<file path="src/rtl/pattern_sequencer.sv">
// ---------------------------------------------------------------------------
// pattern_sequencer
//   Cycles through NUM_PATTERNS video pattern generators. It advances to the
//   next generator after FRAMES_PER_PATTERN frames, or earlier when the user
//   presses skip. Every switch happens only on a frame boundary, which is the
//   rising edge of the active-low vsync.
//   The block sits between the VGA timing core and the generators. It gates
//   each generator's animation strobe, pulses a restart into the generator it
//   switches to, and muxes that generator's 6-bit RGB onto the output.
//
// Ports
//   clk          pixel clock
//   rst_n        synchronous reset, active low
//   vsync        VGA vsync, active low
//   paused       freezes animation strobes and auto-advance
//   hold         blocks auto-advance only; skip still works
//   skip         level from a debounced button; a rising edge requests next
//   pat_rgb      generator i RGB at [6*i +: 6]
//   rgb          RGB of the active generator
//   pattern_sel  index of the active generator
//   next_frame   per-generator animation strobe (one cycle per frame)
//   pat_rst      per-generator restart, active high
//   frame_cnt    frames elapsed in the current pattern
// ---------------------------------------------------------------------------
module pattern_sequencer #(
  parameter int NUM_PATTERNS       = 3,
  parameter int FRAMES_PER_PATTERN = 300,
  parameter int SEL_W              = 3
) (
  input  logic                      clk,
  input  logic                      rst_n,
  input  logic                      vsync,
  input  logic                      paused,
  input  logic                      hold,
  input  logic                      skip,
  input  logic [6*NUM_PATTERNS-1:0] pat_rgb,
  output logic [5:0]                rgb,
  output logic [SEL_W-1:0]          pattern_sel,
  output logic [NUM_PATTERNS-1:0]   next_frame,
  output logic [NUM_PATTERNS-1:0]   pat_rst,
  output logic [9:0]                frame_cnt
);

  localparam logic [9:0]       LAST_CNT = 10'(FRAMES_PER_PATTERN - 1);
  localparam logic [SEL_W-1:0] LAST_SEL = SEL_W'(NUM_PATTERNS - 1);

  logic             vsync_q;
  logic             skip_q;
  logic             skip_pending_q, skip_pending_d;
  logic             entry_q, entry_d;
  logic [SEL_W-1:0] sel_q, sel_d;
  logic [9:0]       frame_cnt_q, frame_cnt_d;

  logic vsync_rise;
  logic skip_rise;
  logic advance;

  assign vsync_rise = vsync & ~vsync_q;
  assign skip_rise  = skip & ~skip_q;
  // A pending skip and the terminal count both resolve to a single advance.
  assign advance    = skip_pending_q | (~paused & ~hold & (frame_cnt_q == LAST_CNT));

  always_comb begin
    sel_d          = sel_q;
    frame_cnt_d    = frame_cnt_q;
    skip_pending_d = skip_pending_q;
    entry_d        = 1'b0;
    if (vsync_rise) begin
      if (advance) begin
        sel_d          = (sel_q >= LAST_SEL) ? '0 : sel_q + SEL_W'(1);
        frame_cnt_d    = '0;
        skip_pending_d = 1'b0;
        entry_d        = 1'b1;
      end else if (~paused & ~hold) begin
        frame_cnt_d = frame_cnt_q + 10'd1;
      end
    end
    // Applied last: a skip edge that lands on the boundary cycle is not
    // consumed by it, so it survives to the next boundary.
    if (skip_rise) begin
      skip_pending_d = 1'b1;
    end
  end

  // vsync_q resets high so a reset released while vsync is already high
  // does not fake a frame boundary.
  always_ff @(posedge clk) begin
    if (!rst_n) begin
      vsync_q        <= 1'b1;
      skip_q         <= 1'b0;
      skip_pending_q <= 1'b0;
      entry_q        <= 1'b0;
      sel_q          <= '0;
      frame_cnt_q    <= '0;
    end else begin
      vsync_q        <= vsync;
      skip_q         <= skip;
      skip_pending_q <= skip_pending_d;
      entry_q        <= entry_d;
      sel_q          <= sel_d;
      frame_cnt_q    <= frame_cnt_d;
    end
  end

  // The strobe for a newly selected generator starts at the following frame,
  // because sel_q still holds the old index on the switching cycle.
  always_comb begin
    rgb        = 6'b0;
    next_frame = '0;
    pat_rst    = '0;
    for (int i = 0; i < NUM_PATTERNS; i++) begin
      if (sel_q == SEL_W'(i)) begin
        rgb = pat_rgb[6*i +: 6];
      end
      next_frame[i] = vsync_rise & ~paused & (sel_q == SEL_W'(i));
      pat_rst[i]    = ~rst_n | (entry_q & (sel_q == SEL_W'(i)));
    end
  end

  assign pattern_sel = sel_q;
  assign frame_cnt   = frame_cnt_q;

endmodule

</file>
<file path="config.mk">
export PLATFORM = sky130hd
export DESIGN_NAME = pattern_sequencer
export DESIGN_NICKNAME = d
export VERILOG_FILES = /design/src/rtl/pattern_sequencer.sv
export SDC_FILE = /design/constraint.sdc
export NUM_CORES = 1
export LEC_CHECK = 0
export BUFFER_PORTS_ARGS = -buffer_cell sky130_fd_sc_hd__buf_2
export CORE_MARGIN = 2
export CORE_UTILIZATION = 35
export DETAILED_ROUTE_END_ITERATION = 10
export PLACE_DENSITY = 0.7
export SLEW_MARGIN = 20
export SYNTH_ARGS = -nofsm -noshare
export SYNTH_HDL_FRONTEND = slang
export SYNTH_SLANG_ARGS = --single-unit
</file>
<file path="constraint.sdc">
create_clock -name clk -period 3.3 [get_ports clk]
set_input_delay 0.495 -clock clk [delete_from_list [all_inputs] [get_ports clk]]
set_output_delay 0.495 -clock clk [all_outputs]
set_load 0.01 [all_outputs]
</file>
**Word-level counts from Yosys, hierarchy flattened**

Index checks and enable logic that the tools add are counted.

- Add/sub/neg operators: 2
- $lt $le $gt $ge: 1
- Equal/unequal tests: 3
- Muxes and demuxes: 10
- Bitwise operators: 20
- Reduce and logical (&&, ||, !) cells: 8

Operator list:

| operator | number |
|---|---|
| 2-to-1 mux 10 bit | 2 |
| 2-to-1 mux 6 bit | 3 |
| bitwise AND 1 bit | 11 |
| adder 10 x 1 -> 10 bit, second input constant | 1 |
| == test 10 x 9 -> 1 bit, second input constant | 1 |
| AND reduction 2 bit | 4 |
| nonzero test 2 bit | 3 |
| inverter 1 bit | 5 |
| 2-to-1 mux 1 bit | 4 |
| OR 1 bit | 4 |
| adder 3 x 1 -> 3 bit, second input constant | 1 |
| == test 3 x 1 -> 1 bit, second input constant | 1 |
| == test 3 x 2 -> 1 bit, second input constant | 1 |
| >= comparator 3 x 2 -> 1 bit, second input constant | 1 |
| zero test 3 bit | 1 |
| 2-to-1 mux 3 bit | 1 |

- Register bits: 17
- Input bits: 24
- Output and inout bits: 25
- Word-level logic and storage cells: 50

**Logic depth before layout (Yosys ltp)**

Gate-level depths: netlist (run 1).

- Depth in word-level cells: 7
- Gate-level depth with buffers: 6
- Mapped depth without buffers: 6

**Worst setup path before layout (run 1)**

No wires, ideal clock.

- Path type: register to output
- Start point: reg sel_q[0], in the netlist pattern_sel[0]
- End point: out rgb[3]
- Data arrival time: 1.380 ns
- Data required time: 2.805 ns
- Setup slack: 1.425 ns
- Stages on the path, launching flop included: 7
- Buffers on the path: 1
- Path through: dfxtp_1 inv_1 ha_1 nand2b_1 clkbuf_1 nor2_1 a21oi_1

- Word-level cells in the longest chain between the ends: 4
- Elaborated cells on any way between the ends: 6
- Those cells by class: eq/ne: 2; mux: 3; reduce/logical: 1

RTL lines:

| item | RTL line | text |
|---|---|---|
| from (decl) | 51 | `logic [SEL_W-1:0] sel_q, sel_d;` |
| from (signal assigned) | 100 | `sel_q <= sel_d;` |
| zero test 3 bit | 112 | `if (sel_q == SEL_W'(i)) begin` |
| 2-to-1 mux 6 bit (2 in series) | 112 |  |
| 2-to-1 mux 6 bit * | 112 |  |
| to (decl) | 37 | `output logic [5:0] rgb,` |

Mark *: on every way between the ends. The rest lies on a longest branch, timed or not.

**Worst setup path in the final report (run 1)**

- Start point: reg sel_q[1], in the netlist pattern_sel[1]
- End point: out rgb[1]

The elaborated chain is that of the path after synthesis.

==> results of run 1 <==
[final timing paths]
kind / end / slack, ns / cells past startpoint
worst max-delay path: rgb[1] / 0.93 / 6
worst min-delay path: skip_q / 0.41 / 2
worst max register to register: frame_cnt[4] / 1.66 / 5
worst min register to register: pattern_sel[1] / 0.54 / 2
[flip-flops by register name (all words and copies together) (netlist names)]
| name | count |
|---|---|
| skip_q | 1 |
| entry_q | 1 |
| frame_cnt | 10 |
| skip_pending_q | 1 |
| vsync_q | 1 |
| pattern_sel | 3 |
[report_power, final]
part           internal [mW]  leakage (nW)  switching, mW
Combinational         0.0279         0.483         0.0347
Sequential             0.208         0.138        0.00262
Clock                 0.0471        0.0150         0.0655
[per-layer routing]
layer | share of wire | wire, µm | vias to the layer above | global-route usage
li1 | - | - | 511 | -
met1 | 0.41 | 1090 | 462 | 0.152
met2 | 0.49 | 1280 | 47 | 0.305
met3 | 0.088 | 231 | 4 | 0.0437
met4 | 0.0099 | 26 | 0 | 0.0292
met5 | 0 | 0 | - | 0
[worst max-delay path, cell delays in order (launching register included)]
cell	delay, ns
dfxtp_1	0.37
inv_1	0.12
ha_1	0.16
nor2b_1	0.45
a22oi_1	0.17
a21oi_1	0.17
buf_2	0.14
[synth_stat cells]
cell type / n / share of area
inv_1: 3 / 0.010
dfxtp_1: 17 / 0.32
or2_2: 1 / 0.0058
o21ai_0: 2 / 0.0093
nor2b_1: 3 / 0.017
nand4b_4: 1 / 0.022
nor4_4: 2 / 0.040
and2_1: 2 / 0.012
xor2_1: 1 / 0.0082
nor2_1: 19 / 0.066
xnor2_1: 8 / 0.065
ha_1: 5 / 0.058
a31oi_2: 1 / 0.012
o21ba_1: 1 / 0.0093
nand2_1: 6 / 0.021
nor4b_4: 1 / 0.022
nor4bb_1: 1 / 0.0093
a21oi_1: 7 / 0.033
nand3_1: 6 / 0.028
clkbuf_1: 3 / 0.010
nor4b_2: 1 / 0.014
o21ai_4: 1 / 0.015
a22oi_1: 6 / 0.042
nand4_1: 2 / 0.012
nor2_4: 1 / 0.010
nand2b_1: 4 / 0.023
buf_6: 2 / 0.021
nor3_1: 6 / 0.028
nor3b_1: 3 / 0.021
mux2i_1: 4 / 0.037
[logic make-up (layout without fill, tap and decap cells)]
kind of cell	count (synthesis)	count (layout)
AND/OR/NAND/NOR	59	59
buffers and inverters	8	55
AO/OA/AOI/OAI	18	18
multiplexers	4	4
XOR/XNOR	9	9
flip-flops	17	17
adder cells (fa/ha/maj)	5	5
[layout make-up]
type	instances	area share
Inverter	3	0.00836
Sequential cell	17	0.253
Timing Repair Buffer	48	0.178
Multi-Input combinational cell	95	0.511
Clock buffer	4	0.0195
Tap cell	33	0.0306
[cell usage in the layout, fill, tap and decap left out, drive strengths merged]
| master | instances |
|---|---|
| o21ai | 3 |
| a21oi | 7 |
| nand2b | 4 |
| and2 | 2 |
| clkbuf | 4 |
| xnor2 | 8 |
| nand4 | 2 |
| nor2b | 3 |
| a31oi | 1 |
| o21ba | 1 |
| mux2i | 4 |
| a22oi | 6 |
| nor4 | 2 |
| nor4bb | 1 |
| nand4b | 1 |
| nor4b | 2 |
| nand3 | 6 |
| inv | 3 |
| nor2 | 20 |
| nand2 | 6 |
| xor2 | 1 |
| buf | 48 |
| or2 | 1 |
| nor3 | 6 |
| dfxtp | 17 |
| ha | 5 |
| nor3b | 3 |
==> out/metrics.yaml, run 1 <==
clocking:
  ctsHoldBuffers: 0
  cts_made_buffers: 3
  clock-sinks: 17
  cts.path.max_buffers: 2
  h-tree-depth: 1
  cts_root_buf: "clkbuf_4"
  cts_tree: "done"
  postCtsSetupBuffers: 0
  cts_resized: 0
  insertion_delay_ns: 0.29
  clkSlewWorstSetupHoldPaths_ns: 0.09
drt:
  post-route-drc-count: 0
  num_vias: 1024
  vias_per_cell: 5.12
  ant_nets: 0
  drtIter0Drc: 45
  drt-wirelength-per-cell_um: 13.2
  routed_wl_mm: 2.63
  first_pass_iters: 4
die:
  core_area_um2: 2980
  io_pins: 49
  row_count: 20
  start_util: 0.361
  fp.dieH_um: 59.4
  die_area_um2: 3530
  dieWidth_um: 59.4
critical_path:
  setup.worst_path.start_class: "flop"
  cp_data_arrival_time_ns: 1.87
  criticalPathCategory: "flop to primary output"
  crit_required_ns: 2.80
  cp-end-kind: "primary output"
  path_max_fanout: 8
  cp-startpoint: "pattern_sel[1]"
  r2r_start: "frame_cnt[0]"
yosys:
  synth_compound_area_frac: 0.120
  synthXorXnorAreaFrac: 0.0734
  synth_area_per_cell_um2: 8.95
  seq_area_frac_synth: 0.317
  synth_adder_area_share: 0.0583
  synth_cell_types: 30
  ys_warn_count: 0
  yosys.area_share.simple: 0.352
  syn-num-nets: 149
  syn-cell-area_um2: 1070
  syn_inst: 120
  synth_top_family_by_area: "simple AND/OR/NAND/NOR gates"
  muxShareOfSynthArea: 0.0373
  ys_seq_elements: 17
timing:
  finalMaxSlewViolations: 0
  rsz0062_at_grt: "no"
  finalSetupTns_ns: 0
  hold_violations: 0
  fin_crit_sh: 0.718
  fmax_mhz: 422
  relSlewSlack: 0.645
  setup_viol: 0
  clock_skew_ns: 0.00105
  tightest_slew_ns: 0.532
  hold_slack_ns: 0.412
  setup_slack_ns: 0.931
  fin_crit_ns: 2.37
worst_hold_path:
  hold_class: "primary input to flop"
  worstHoldStart: "skip"
power:
  p_leak_nw: 0.636
  power.density_nw_per_um2: 287
  p_total_mw: 0.386
  ir_worst_vdd_v: 0.000316
final_layout:
  antenna_cells: 0
  fillCellCount: 306
  drive_gt1_frac: 0.359
  finalNonFillerCells: 200
  area_growth_pct: 25.5
  fin_nets: 197
  final_cell_area_um2: 1350
  multi_input_area_um2: 688
  ff_latch_area_um2: 340
  utilization: 0.453
grt:
  grt_first_pass_wirelength_mm: 4.11
  gr-usage-all-layers: 0.152
  grt_pass1_vias: 1002
  grt_overflow_total: 0
  grt_max_degree: 15
  antenna_found_initial: 0
place:
  pre_cts_ws_ns: 1.26
  gp_congestion: 0.770
  dpl.cell_count: 196
  hpwlAfterDp_mm: 2.10
  place_area_um2: 1320
  port_buffers: 48
status:
  status: "finished clean"
flow_run:
  maxCapViolations: 0
(Power assumes the default switching activity.)
==> run 2: changes to the inputs <==
==> constraint.sdc (replaced) <==
create_clock -name clk -period 2.25 [get_ports clk]
set_input_delay 0.3375 -clock clk [delete_from_list [all_inputs] [get_ports clk]]
set_output_delay 0.3375 -clock clk [all_outputs]
set_load 0.01 [all_outputs]
==> out/metrics.yaml, run 2 (synthesized netlist as in run 1, its figures left out) <==
drt:
  drtIter0Drc: 39  # -13%
  drt-wirelength-per-cell_um: 13.1  # -0.68%
  post-route-drc-count: 0  # unchanged
  routed_wl_mm: 2.61  # -0.68%
  vias_per_cell: 5.24  # +2.3%
  first_pass_iters: 4  # unchanged
  ant_nets: 0  # unchanged
  num_vias: 1048  # +2.3%
critical_path:
  crit_family: "flip-flops"
  crit_buf_inv: 2  # unchanged
  max_stage_delay_ns: 0.37  # -0.08 ns
  cp_data_arrival_time_ns: 1.73  # -0.14 ns
  setup.worst_path.start_class: "flop"
  r2r_start: "frame_cnt[0]"
  cp_slowest_cell: "dfxtp_1"
  crit_required_ns: 1.91  # -0.89 ns
  path_max_fanout: 8  # unchanged
  cp-end-kind: "primary output"
  criticalPathCategory: "flop to primary output"
  cp_cell_sequence: "inv_1, ha_1, nor2b_2, a22oi_1, a21oi_1, buf_2"
  cp-startpoint: "pattern_sel[1]"
power:
  power.density_nw_per_um2: 418  # +46%
  ir_worst_vdd_v: 0.000226  # -29%
  p_leak_nw: 0.637  # +0.14%
die:
  row_count: 20  # unchanged
  start_util: 0.361  # unchanged
  fp.dieH_um: 59.4  # unchanged
  dieWidth_um: 59.4  # unchanged
  io_pins: 49  # unchanged
  core_area_um2: 2980  # unchanged
  die_area_um2: 3530  # unchanged
timing:
  fmax_mhz: 483
  finalSetupTns_ns: 0  # unchanged
  setup_viol: 0  # unchanged
  rsz0062_at_grt: "no"
  setup_slack_ns: 0.178  # -0.753 ns
  hold_violations: 0  # unchanged
  fin_crit_ns: 2.07
  finalMaxSlewViolations: 0  # unchanged
  relSlewSlack: 0.644  # -0.00148
  fin_crit_sh: 0.921
  tightest_slew_ns: 0.534  # +0.00222 ns
  clock_skew_ns: 0.00302  # +0.00197 ns
grt:
  grt_overflow_total: 0  # unchanged
  grt_pass1_vias: 997  # -0.50%
  grt_first_pass_wirelength_mm: 4.18  # +1.7%
  grt_max_degree: 15  # unchanged
  gr-usage-all-layers: 0.157  # +0.00446
  antenna_found_initial: 0  # unchanged
place:
  pre_cts_ws_ns: 0.349  # -0.914 ns
  gp_congestion: 0.770  # unchanged
  hpwlAfterDp_mm: 2.12  # +0.79%
  port_buffers: 48  # unchanged
final_layout:
  mostFrequentLayoutCells: "48 x buf_2, 18 x nor2_1, 17 x dfxtp_1, 8 x xnor2_1, 7 x a21oi_1"
  final_common_cell: "buf_2"
  antenna_cells: 0  # unchanged
  fin_nets: 197  # unchanged
  area_growth_pct: 26.0
  largest_reg_flops: 10  # unchanged
  drive_gt1_frac: 0.371  # +0.0120
flow_run:
  maxCapViolations: 0  # unchanged
worst_hold_path:
  worstHoldStart: "skip"
  hold_class: "primary input to flop"
clocking:
  cts_root_buf: "clkbuf_4"
  cts.path.max_buffers: 2  # unchanged
  cts_made_buffers: 3  # unchanged
  insertion_delay_ns: 0.29  # about the same
  clock-sinks: 17  # unchanged
  clkSlewWorstSetupHoldPaths_ns: 0.10  # about the same
  ctsHoldBuffers: 0  # unchanged
  postCtsSetupBuffers: 0  # unchanged
  h-tree-depth: 1  # unchanged
  cts_tree: "done"
status:
  status: "finished clean"
## run 2: cell counts in the layout (fill, tap and decap cells not counted)
No cell type changed its count.
## run 2: final cells by class
class | instances | area (µm²)
multi-input cells | 95 | 693
well taps | 33 | 41.3
flip-flops and latches | 17 | 340
fillers | 297 | 1630
clock buffers | 4 | 26.3
inverters | 3 | 11.3
repair buffers | 48 | 240
## run 2: repair_timing
action	in CTS	in global routing
endpoints found under the hold margin	0	0
cloned	0	0
setup endpoints to repair	1	6
resized for setup	1	1
## run 2: per-layer routing
layer	wire length (µm)	global-route usage	vias up
li1	-	-	508
met1	1100	0.163	491
met3	188	0.0240	4
met4	17	0.0584	0
met5	0	0	-
met2	1310	0.308	45
## run 2: final timing paths
| check | to | slack, ns | depth (start not counted) |
|---|---|---|---|
| worst max-delay path | rgb[1] | 0.18 | 6 |
| worst min register to register | pattern_sel[0] | 0.54 | 2 |
| worst min-delay path | skip_q | 0.26 | 2 |
| worst max register to register | frame_cnt[2] | 0.59 | 5 |
## run 2: report_power, final
group	internal [mW]	leakage (nW)	switching [mW]
logic	0.0413	0.484	0.0514
clock network	0.0690	0.0150	0.0940
registers	0.305	0.138	0.00375
## run 2: per-stage QoR
step	hold slack (ns)	area, µm²	power (mW)	instances	util
6_report	0.257	1350	0.565	200	0.454
3_3_place_gp	0.505	1320	0.405	196	0.444
2_1_floorplan	0.411	1070	0.370	120	-
5_1_grt	0.272	1350	0.597	200	0.454
4_1_cts	0.258	1350	0.570	200	0.453
3_5_place_dp	0.528	1320	0.409	196	0.444
## run 2: worst register-to-register path: stages (launching register included)
cell,delay (ns)
dfxtp_1,0.40
ha_1,0.26
nor4bb_1,0.29
a31oi_2,0.20
o21ai_4,0.30
nor2_1,0.10
==> run 3: changes to the inputs <==
--- a/config.mk
+++ b/config.mk
@@ -6,10 +6,12 @@
 export NUM_CORES = 1
 export LEC_CHECK = 0
 export BUFFER_PORTS_ARGS = -buffer_cell sky130_fd_sc_hd__buf_2
+export CELL_PAD_IN_SITES_DETAIL_PLACEMENT = 2
+export CELL_PAD_IN_SITES_GLOBAL_PLACEMENT = 2
 export CORE_MARGIN = 2
-export CORE_UTILIZATION = 35
+export CORE_UTILIZATION = 25
 export DETAILED_ROUTE_END_ITERATION = 10
-export PLACE_DENSITY = 0.7
+export PLACE_DENSITY = 0.84
 export SLEW_MARGIN = 20
 export SYNTH_ARGS = -nofsm -noshare
 export SYNTH_HDL_FRONTEND = slang
==> out/metrics.yaml, run 3 (synthesized netlist as in run 1, its figures left out) <==
clocking:
  insertion_delay_ns: 0.26  # -0.03 ns
  clkSlewWorstSetupHoldPaths_ns: 0.07  # -0.03 ns
  cts_made_buffers: 3  # unchanged
  cts_tree: "done"
  cts.path.max_buffers: 2  # unchanged
  h-tree-depth: 1  # unchanged
  clock-sinks: 17  # unchanged
  cts_root_buf: "clkbuf_8"
  ctsHoldBuffers: 0  # unchanged
critical_path:
  criticalPathCategory: "flop to primary output"
  setup.worst_path.start_class: "flop"
  path_max_fanout: 8  # unchanged
  cp-end-kind: "primary output"
  crit_required_ns: 1.91  # about the same
  cp_data_arrival_time_ns: 1.69  # -0.04 ns
drt:
  first_pass_iters: 3  # -1
  routed_wl_mm: 3.31  # +27%
  drt-wirelength-per-cell_um: 15.2  # +17%
  drtIter0Drc: 9  # -77%
  wl_met1_mm: 1.33  # +21%
  route.top_layer_used: "met4"
  dr_wl_met2_mm: 1.75  # +33%
  ant_nets: 0  # unchanged
  wl_met3_um: 202  # +7.4%
  post-route-drc-count: 0  # unchanged
  vias_per_cell: 4.89  # -6.6%
  num_vias: 1062  # +1.3%
final_layout:
  largest_reg_flops: 10  # unchanged
  antenna_cells: 0  # unchanged
  fin_nets: 197  # unchanged
  mostFrequentLayoutCells: "48 x buf_2, 18 x nor2_1, 17 x dfxtp_1, 8 x xnor2_1, 7 x a21oi_1"
  area_growth_pct: 31.0
  final_common_cell: "buf_2"
  fillCellCount: 480  # +62%
  drive_gt1_frac: 0.383  # +0.0120
power:
  p_leak_nw: 0.650  # +2.1%
  ir_worst_vdd_v: 0.000297  # +31%
  power.density_nw_per_um2: 453  # +8.5%
timing:
  fin_crit_ns: 2.03  # -0.0437 ns
  finalMaxSlewViolations: 0  # unchanged
  fin_crit_sh: 0.901  # -0.0194
  relSlewSlack: 0.635  # -0.00853
  fmax_mhz: 493  # +2.2%
  rsz0062_at_grt: "no"
  hold_slack_ns: 0.290  # +0.0325 ns
  finalSetupTns_ns: 0  # unchanged
  hold_violations: 0  # unchanged
  clock_skew_ns: 0.00881  # +0.00578 ns
  setup_viol: 0  # unchanged
  tightest_slew_ns: 0.547  # +0.0128 ns
grt:
  grt_max_degree: 15  # unchanged
  grt_overflow_total: 0  # unchanged
  antenna_found_initial: 0  # unchanged
  gr-usage-all-layers: 0.138  # -0.0186
  grt_pass1_vias: 1134  # +14%
  grt_first_pass_wirelength_mm: 5.55  # +33%
die:
  fp.dieH_um: 69.5  # +17%
  start_util: 0.265  # -0.0959
  row_count: 23  # +15%
  die_area_um2: 4830  # +37%
  dieWidth_um: 69.5  # +17%
  core_area_um2: 4060  # +36%
  io_pins: 49  # unchanged
status:
  status: "finished clean"
worst_hold_path:
  hold_class: "primary input to flop"
place:
  port_buffers: 48  # unchanged
  gp_congestion: 0.843  # +9.5%
  hpwlAfterDp_mm: 2.77  # +31%
flow_run:
  maxCapViolations: 0  # unchanged
-- run 3: cell count changes in the layout (fill, tap and decap cells not counted), sizes merged --
cell	before	now
clkinv	0	1
clkbuf	4	3
-- run 3: where the power goes --
part           switching, mW  internal, mW  total, mW
combinational         0.0539        0.0420     0.0959
clock                  0.109         0.123      0.232
sequential           0.00384         0.306      0.309
total                  0.167         0.471      0.637
-- run 3: worst max-delay path: stages (launching register included) --
cell     delay [ns]
dfxtp_1        0.44
ha_1           0.26
nor2b_4        0.27
a22oi_1        0.12
a21oi_1        0.18
buf_2          0.16
-- run 3: through the flow --
stage | cells | power (mW) | worst slack, ns | instance area, µm² | util
final | 217 | 0.637 | 0.222 | 1410 | 0.347
after global routing | 217 | 0.674 | 0.0607 | 1410 | 0.347
after CTS | 217 | 0.645 | 0.102 | 1390 | 0.344
after detailed placement | 213 | 0.413 | 0.218 | 1340 | 0.331
after global placement | 213 | 0.407 | 0.417 | 1340 | 0.331
after floorplan | 120 | 0.370 | 0.533 | 1070 | -
-- run 3: final cells by class --
class,count,area (µm²),share of cell area
Multi-Input combinational cell,95,706,0.502
Sequential cell,17,340,0.242
Timing Repair Buffer,48,240,0.171
Tap cell,50,62.6,0.0445
Clock buffer,3,41.3,0.0294
Inverter,3,11.3,0.00801
Clock inverter,1,5.00,0.00356
-- run 3: path summary, 6_finish.rpt --
path,startpoint,end,slack [ns],cells after the start
max,pattern_sel[0],rgb[2],0.22,5
min,skip,skip_q,0.29,2
max reg2reg,frame_cnt[0],frame_cnt[4],0.53,5
min reg2reg,pattern_sel[1],pattern_sel[1],0.55,2
-- run 3: what timing repair did --
action	in CTS	in global routing
endpoints found under the setup margin	6	5
resized for setup	2	3
buffers inserted	0	0
-- run 3: routing by layer --
layer  up-vias  track usage
met5         -            0
met4         0       0.0327
met3         2       0.0276
met2        44        0.259
met1       507        0.159
li1        509            -
